--- config.mk ---
export PLATFORM = sky130hd
export DESIGN_NAME = apb_master_bridge
export DESIGN_NICKNAME = d
export VERILOG_FILES = /design/src/rtl/apb_master_bridge.sv
export SDC_FILE = /design/constraint.sdc
export NUM_CORES = 1
export LEC_CHECK = 0
export CAP_MARGIN = 20
export CORE_ASPECT_RATIO = 0.9
export CORE_MARGIN = 5
export CORE_UTILIZATION = 40
export DETAILED_ROUTE_END_ITERATION = 8
export PLACE_DENSITY = 0.81
export SLEW_MARGIN = 15
export SYNTH_ARGS = -nofsm -noshare
export SYNTH_HDL_FRONTEND = slang
export SYNTH_SLANG_ARGS = --single-unit
--- constraint.sdc ---
create_clock -name clk -period 2.6 [get_ports clk]
set_input_delay 0.52 -clock clk [delete_from_list [all_inputs] [get_ports clk]]
set_output_delay 0.52 -clock clk [all_outputs]
set_load 0.05 [all_outputs]
--- src/rtl/apb_master_bridge.sv ---
// Purpose: APB4 requester turning single command-port requests into one APB read/write transfer each.
// Latency: accept N, SETUP N+1, ACCESS N+2.., rsp_valid_o one cycle after pready_i, ready again next cycle.
// Backpressure: cmd_ready_o is high only in IDLE (one outstanding transfer); responses cannot be stalled.
//
// Ports:
//   clk, reset_n         clock (rising edge) and asynchronous active-low reset
//   cmd_*                command request (valid/ready handshake), write flag, address, data, strobes
//   rsp_*                one-cycle response strobe plus held read data / error / timeout status
//   p*_o, p*_i           APB4 requester signals
module apb_master_bridge #(
  parameter int ADDR_W         = 12,
  parameter int DATA_W         = 32,
  parameter int TIMEOUT_CYCLES = 16
) (
  input  logic                clk,
  input  logic                reset_n,
  input  logic                cmd_valid_i,
  output logic                cmd_ready_o,
  input  logic                cmd_write_i,
  input  logic [ADDR_W-1:0]   cmd_addr_i,
  input  logic [DATA_W-1:0]   cmd_wdata_i,
  input  logic [DATA_W/8-1:0] cmd_strb_i,
  output logic                rsp_valid_o,
  output logic [DATA_W-1:0]   rsp_rdata_o,
  output logic                rsp_error_o,
  output logic                rsp_timeout_o,
  output logic                psel_o,
  output logic                penable_o,
  output logic                pwrite_o,
  output logic [ADDR_W-1:0]   paddr_o,
  output logic [DATA_W-1:0]   pwdata_o,
  output logic [DATA_W/8-1:0] pstrb_o,
  input  logic                pready_i,
  input  logic [DATA_W-1:0]   prdata_i,
  input  logic                pslverr_i
);

  localparam int STRB_W = DATA_W / 8;
  localparam int CNT_W  = (TIMEOUT_CYCLES > 0) ? $clog2(TIMEOUT_CYCLES + 1) : 1;
  localparam logic [CNT_W-1:0] CNT_LAST = CNT_W'((TIMEOUT_CYCLES > 0) ? TIMEOUT_CYCLES - 1 : 0);

  typedef enum logic [1:0] {IDLE, SETUP, ACCESS, RESP} state_t;

  state_t              state_q, state_d;
  logic [CNT_W-1:0]    cnt_q;
  logic                timeout_hit;
  logic                pwrite_q;
  logic [ADDR_W-1:0]   paddr_q;
  logic [DATA_W-1:0]   pwdata_q;
  logic [STRB_W-1:0]   pstrb_q;
  logic [DATA_W-1:0]   rsp_rdata_q;
  logic                rsp_error_q;
  logic                rsp_timeout_q;

  // Counter holds the number of ACCESS cycles already spent waiting, so the
  // abort fires on the TIMEOUT_CYCLES-th ACCESS cycle.
  assign timeout_hit = (TIMEOUT_CYCLES != 0) && (cnt_q == CNT_LAST);

  // State register
  always_ff @(posedge clk or negedge reset_n) begin
    if (!reset_n) state_q <= IDLE;
    else          state_q <= state_d;
  end

  // Next-state logic
  always_comb begin
    state_d = state_q;
    case (state_q)
      IDLE:    if (cmd_valid_i) state_d = SETUP;
      SETUP:   state_d = ACCESS;
      ACCESS:  if (pready_i || timeout_hit) state_d = RESP;
      RESP:    state_d = IDLE;
      default: state_d = IDLE;
    endcase
  end

  // Output logic: handshake and APB control are pure state decodes so an
  // asynchronous reset drops them immediately.
  always_comb begin
    cmd_ready_o = 1'b0;
    psel_o      = 1'b0;
    penable_o   = 1'b0;
    rsp_valid_o = 1'b0;
    case (state_q)
      IDLE:    cmd_ready_o = 1'b1;
      SETUP:   psel_o      = 1'b1;
      ACCESS: begin
        psel_o    = 1'b1;
        penable_o = 1'b1;
      end
      RESP:    rsp_valid_o = 1'b1;
      default: cmd_ready_o = 1'b0;
    endcase
  end

  // Wait-state counter; saturates so a disabled timeout never wraps.
  always_ff @(posedge clk or negedge reset_n) begin
    if (!reset_n) begin
      cnt_q <= '0;
    end else if (state_q == SETUP) begin
      cnt_q <= '0;
    end else if (state_q == ACCESS && !pready_i && cnt_q != '1) begin
      cnt_q <= cnt_q + CNT_W'(1);
    end
  end

  // Command capture. Address is word aligned; reads carry zero data and
  // zero strobes. Payload holds its value until the next accepted command.
  always_ff @(posedge clk or negedge reset_n) begin
    if (!reset_n) begin
      pwrite_q <= 1'b0;
      paddr_q  <= '0;
      pwdata_q <= '0;
      pstrb_q  <= '0;
    end else if (state_q == IDLE && cmd_valid_i) begin
      pwrite_q <= cmd_write_i;
      paddr_q  <= cmd_addr_i & ~ADDR_W'(3);
      pwdata_q <= cmd_write_i ? cmd_wdata_i : '0;
      pstrb_q  <= cmd_write_i ? cmd_strb_i  : '0;
    end
  end

  // Response capture at the end of ACCESS. Read data is only returned for
  // successful reads; pslverr_i/prdata_i are ignored during wait states.
  always_ff @(posedge clk or negedge reset_n) begin
    if (!reset_n) begin
      rsp_rdata_q   <= '0;
      rsp_error_q   <= 1'b0;
      rsp_timeout_q <= 1'b0;
    end else if (state_q == ACCESS) begin
      if (pready_i) begin
        rsp_rdata_q   <= (!pwrite_q && !pslverr_i) ? prdata_i : '0;
        rsp_error_q   <= pslverr_i;
        rsp_timeout_q <= 1'b0;
      end else if (timeout_hit) begin
        rsp_rdata_q   <= '0;
        rsp_error_q   <= 1'b1;
        rsp_timeout_q <= 1'b1;
      end
    end
  end

  assign pwrite_o      = pwrite_q;
  assign paddr_o       = paddr_q;
  assign pwdata_o      = pwdata_q;
  assign pstrb_o       = pstrb_q;
  assign rsp_rdata_o   = rsp_rdata_q;
  assign rsp_error_o   = rsp_error_q;
  assign rsp_timeout_o = rsp_timeout_q;

endmodule

==> metrics.txt <==
gpl congestion between 0.7 and 0.8; final hold violation count 0; DRC Markers 0; Sink Count 88; final WL between 9000 and 10000 um; worst r2r path cells 6; Area Growth Syn to Fin 55.5%; GRT Overall Usage 0.174; first drt pass iteration count 4; diode count 0; GRT overflow 0; initial antenna violation count 0; total CTS buffers 9; Starting DRT DRC Count 82; status completed; Synth Instances about 300; fmax approximately 400 MHz; depth of the CTS H-tree 3; Reg clk slew, reported paths ~90 ps; Slew Limit Headroom 0.636; critical path, cell by cell inv_1 > ha_1 > clkdlybuf4s50_1; vias in the first global route roughly 3100; largest fanout on the critical path 4; PortBufs approximately 170; Reg-to-Reg Start cnt_q[0]$_DFFE_PN0P_; Fill cells about 710; Yosys top cell area share 0.625; R2R Setup Slk 680 ps; chip height 99.1 um; synth unique cells 29; DIE AREA approximately 11000 um^2; Top Ports 173; Cell Rows 32; Skew-Pair Late Insertion Delay 340 ps; Startpoint Class register; nets 560; Avg WL per Cell 15.5 um; Seq/Total Area, Yosys 0.625; first-pass GRT wire length approximately 15000 um; Die Wd 109 um; Final Worst Setup Slack 119 ps; hold_ws 148 ps; Final HPWL DP a little under 7000 um; yosys synthesis warning count 0; cell area after layout 5480 um^2; Max Slew Vio Count 0; final setup fails 0; P per Cell Area 1350 nW/um^2; Worst IR Drop VDD just over 0.8 mV; Root Driver clkbuf_8; Placed Area roughly 5300 um^2; Avg Inst Size Synth roughly 12 um^2; critical path data required time ~2100 ps; DR vias ~2800; Synth area leader dfrtp_1; largest net degree at the start of global routing 51; Setup crit end kind primary output; Initial Utilization 0.411; total power 7.40 mW; HP Class in2async; Max stage delay on crit path between 800 and 900 ps; RSZ-0062 raised after global routing false; top cells by area, synth dfrtp_1, nand2_1, a22o_1, o21ai_0, mux2_2; CTS tree built; total core area between 8000 and 9000 um^2; share of cells above drive strength 1 0.0998; Setup TNS 0 ps; Antenna Nets Post-Route 0; clock skew 12.3 ps; final period utilization 0.954; area of the mapped netlist 3520 um^2; Tmin final 2480 ps; RR Endpoint cnt_q[3]$_DFFE_PN0P_; maximum clock path buffer count 2; synthesis-stage register bit count just under 90; Via density 4.76; WP data arrival about 2000 ps; LEAKAGE ~2.4 nW; Place WS between 400 and 500 ps; CP max-delay cell clkdlybuf4s50_1; Tightest Pin Transition 545 ps; Crit Path Category reg2out; max cap viols 0; total setup buffers inserted after CTS 0
cells by family after synthesis:
| family | share of synthesized area |
|---|---|
| adder cells (fa/ha/maj) | 0.0284 |
| buffers and inverters | 0.0444 |
| XOR/XNOR | 0.00497 |
| flip-flops | 0.625 |
| multiplexers | 0.0444 |
| AND/OR/NAND/NOR | 0.106 |
| other | 0.00106 |
| AO/OA/AOI/OAI | 0.146 |
timing repair:
action	CTS	global route
hold endpoints to repair	0	0
endpoints found under the setup margin	0	1
hold buffers	0	0
resized for setup	0	1
power breakdown:
group	switching, mW	total (mW)	internal (mW)	leakage [nW]
sequential	0.307	2.23	1.92	1.15
combinational	2.78	4.24	1.46	1.19
clock	0.454	0.927	0.473	0.0928
critical path: cells and delay by family (launching register included):
family	cells	cell delay, ps
buffers and inverters	2	920
adder cells (fa/ha/maj)	1	300
flip-flops	1	400
placed cells by master, fill, tap and decap left out, types with 2 or more instances in the layout:
cell             instances
clkdlybuf4s50_1        166
dfrtp_1                 88
nand2_1                 74
o21ai_0                 38
a22o_1                  23
mux2_2                  12
clkbuf_8                10
a22o_2                   9
ha_1                     8
buf_4                    7
nor2_1                   6
inv_1                    3
nor2b_1                  3
xnor2_1                  2
conb_1                   2
clkbuf_1                 2
clkinvlp_4               2
cells in the mapped netlist (all sizes together):
| cell type | n |
|---|---|
| nand4 | 1 |
| o32a | 1 |
| dfrtp | 88 |
| nand2 | 75 |
| nor2 | 6 |
| conb | 1 |
| a21oi | 1 |
| inv | 3 |
| and3 | 1 |
| ha | 8 |
| nor3b | 1 |
| nor2b | 3 |
| and4bb | 1 |
| a22o | 32 |
| clkbuf | 6 |
| and3b | 1 |
| a211oi | 1 |
| mux2 | 13 |
| buf | 16 |
| mux2i | 1 |
| o21ai | 39 |
| xnor2 | 2 |
metrics by stage:
stage / cells / utilization
finish: 590 / 0.640
detailed placement: 574 / 0.616
global placement: 574 / 0.616
global route: 590 / 0.640
floorplan: 302 / -
CTS: 590 / 0.639
worst max-delay path by stage:
| stage | start | end | slack (ps) | cells past startpoint |
|---|---|---|---|---|
| detailed placement | state_q[0]$_DFFE_PN0P_ | penable_o | 400 | 3 |
| global route | state_q[1]$_DFFE_PN0P_ | psel_o | 2 | 3 |
| CTS | state_q[0]$_DFFE_PN0P_ | penable_o | 3 | 3 |
| global placement | state_q[0]$_DFFE_PN0P_ | penable_o | 450 | 3 |
| floorplan | state_q[0]$_DFFE_PN0P_ | cnt_q[3]$_DFFE_PN0P_ | 620 | 5 |
| finish | state_q[0]$_DFFE_PN0P_ | psel_o | 120 | 3 |
sequential cells by signal, summed over array words and instances (netlist names):
name / cells
cnt_q: 5
paddr_o: 10
pstrb_o: 4
pwdata_o: 32
pwrite_o: 1
rsp_error_o: 1
rsp_rdata_o: 32
rsp_timeout_o: 1
state_q: 2
final cells by class:
class	instances	area [um^2]	share of cell area
Inverter	3	11.3	0.00205
Timing Repair Buffer	175	1750	0.319
Clock inverter	4	53.8	0.00982
Tap cell	119	149	0.0272
Multi-Input combinational cell	189	1170	0.214
Clock buffer	12	145	0.0265
Sequential cell	88	2200	0.402
routing by layer:
| layer | share of wire | vias up | global-route usage |
|---|---|---|---|
| met4 | 0.015 | 0 | 0.0476 |
| met2 | 0.49 | 109 | 0.293 |
| met5 | 0 | - | 0 |
| met3 | 0.093 | 12 | 0.0720 |
| li1 | - | 1349 | - |
| met1 | 0.40 | 1337 | 0.205 |
(Power assumes the default switching activity.)
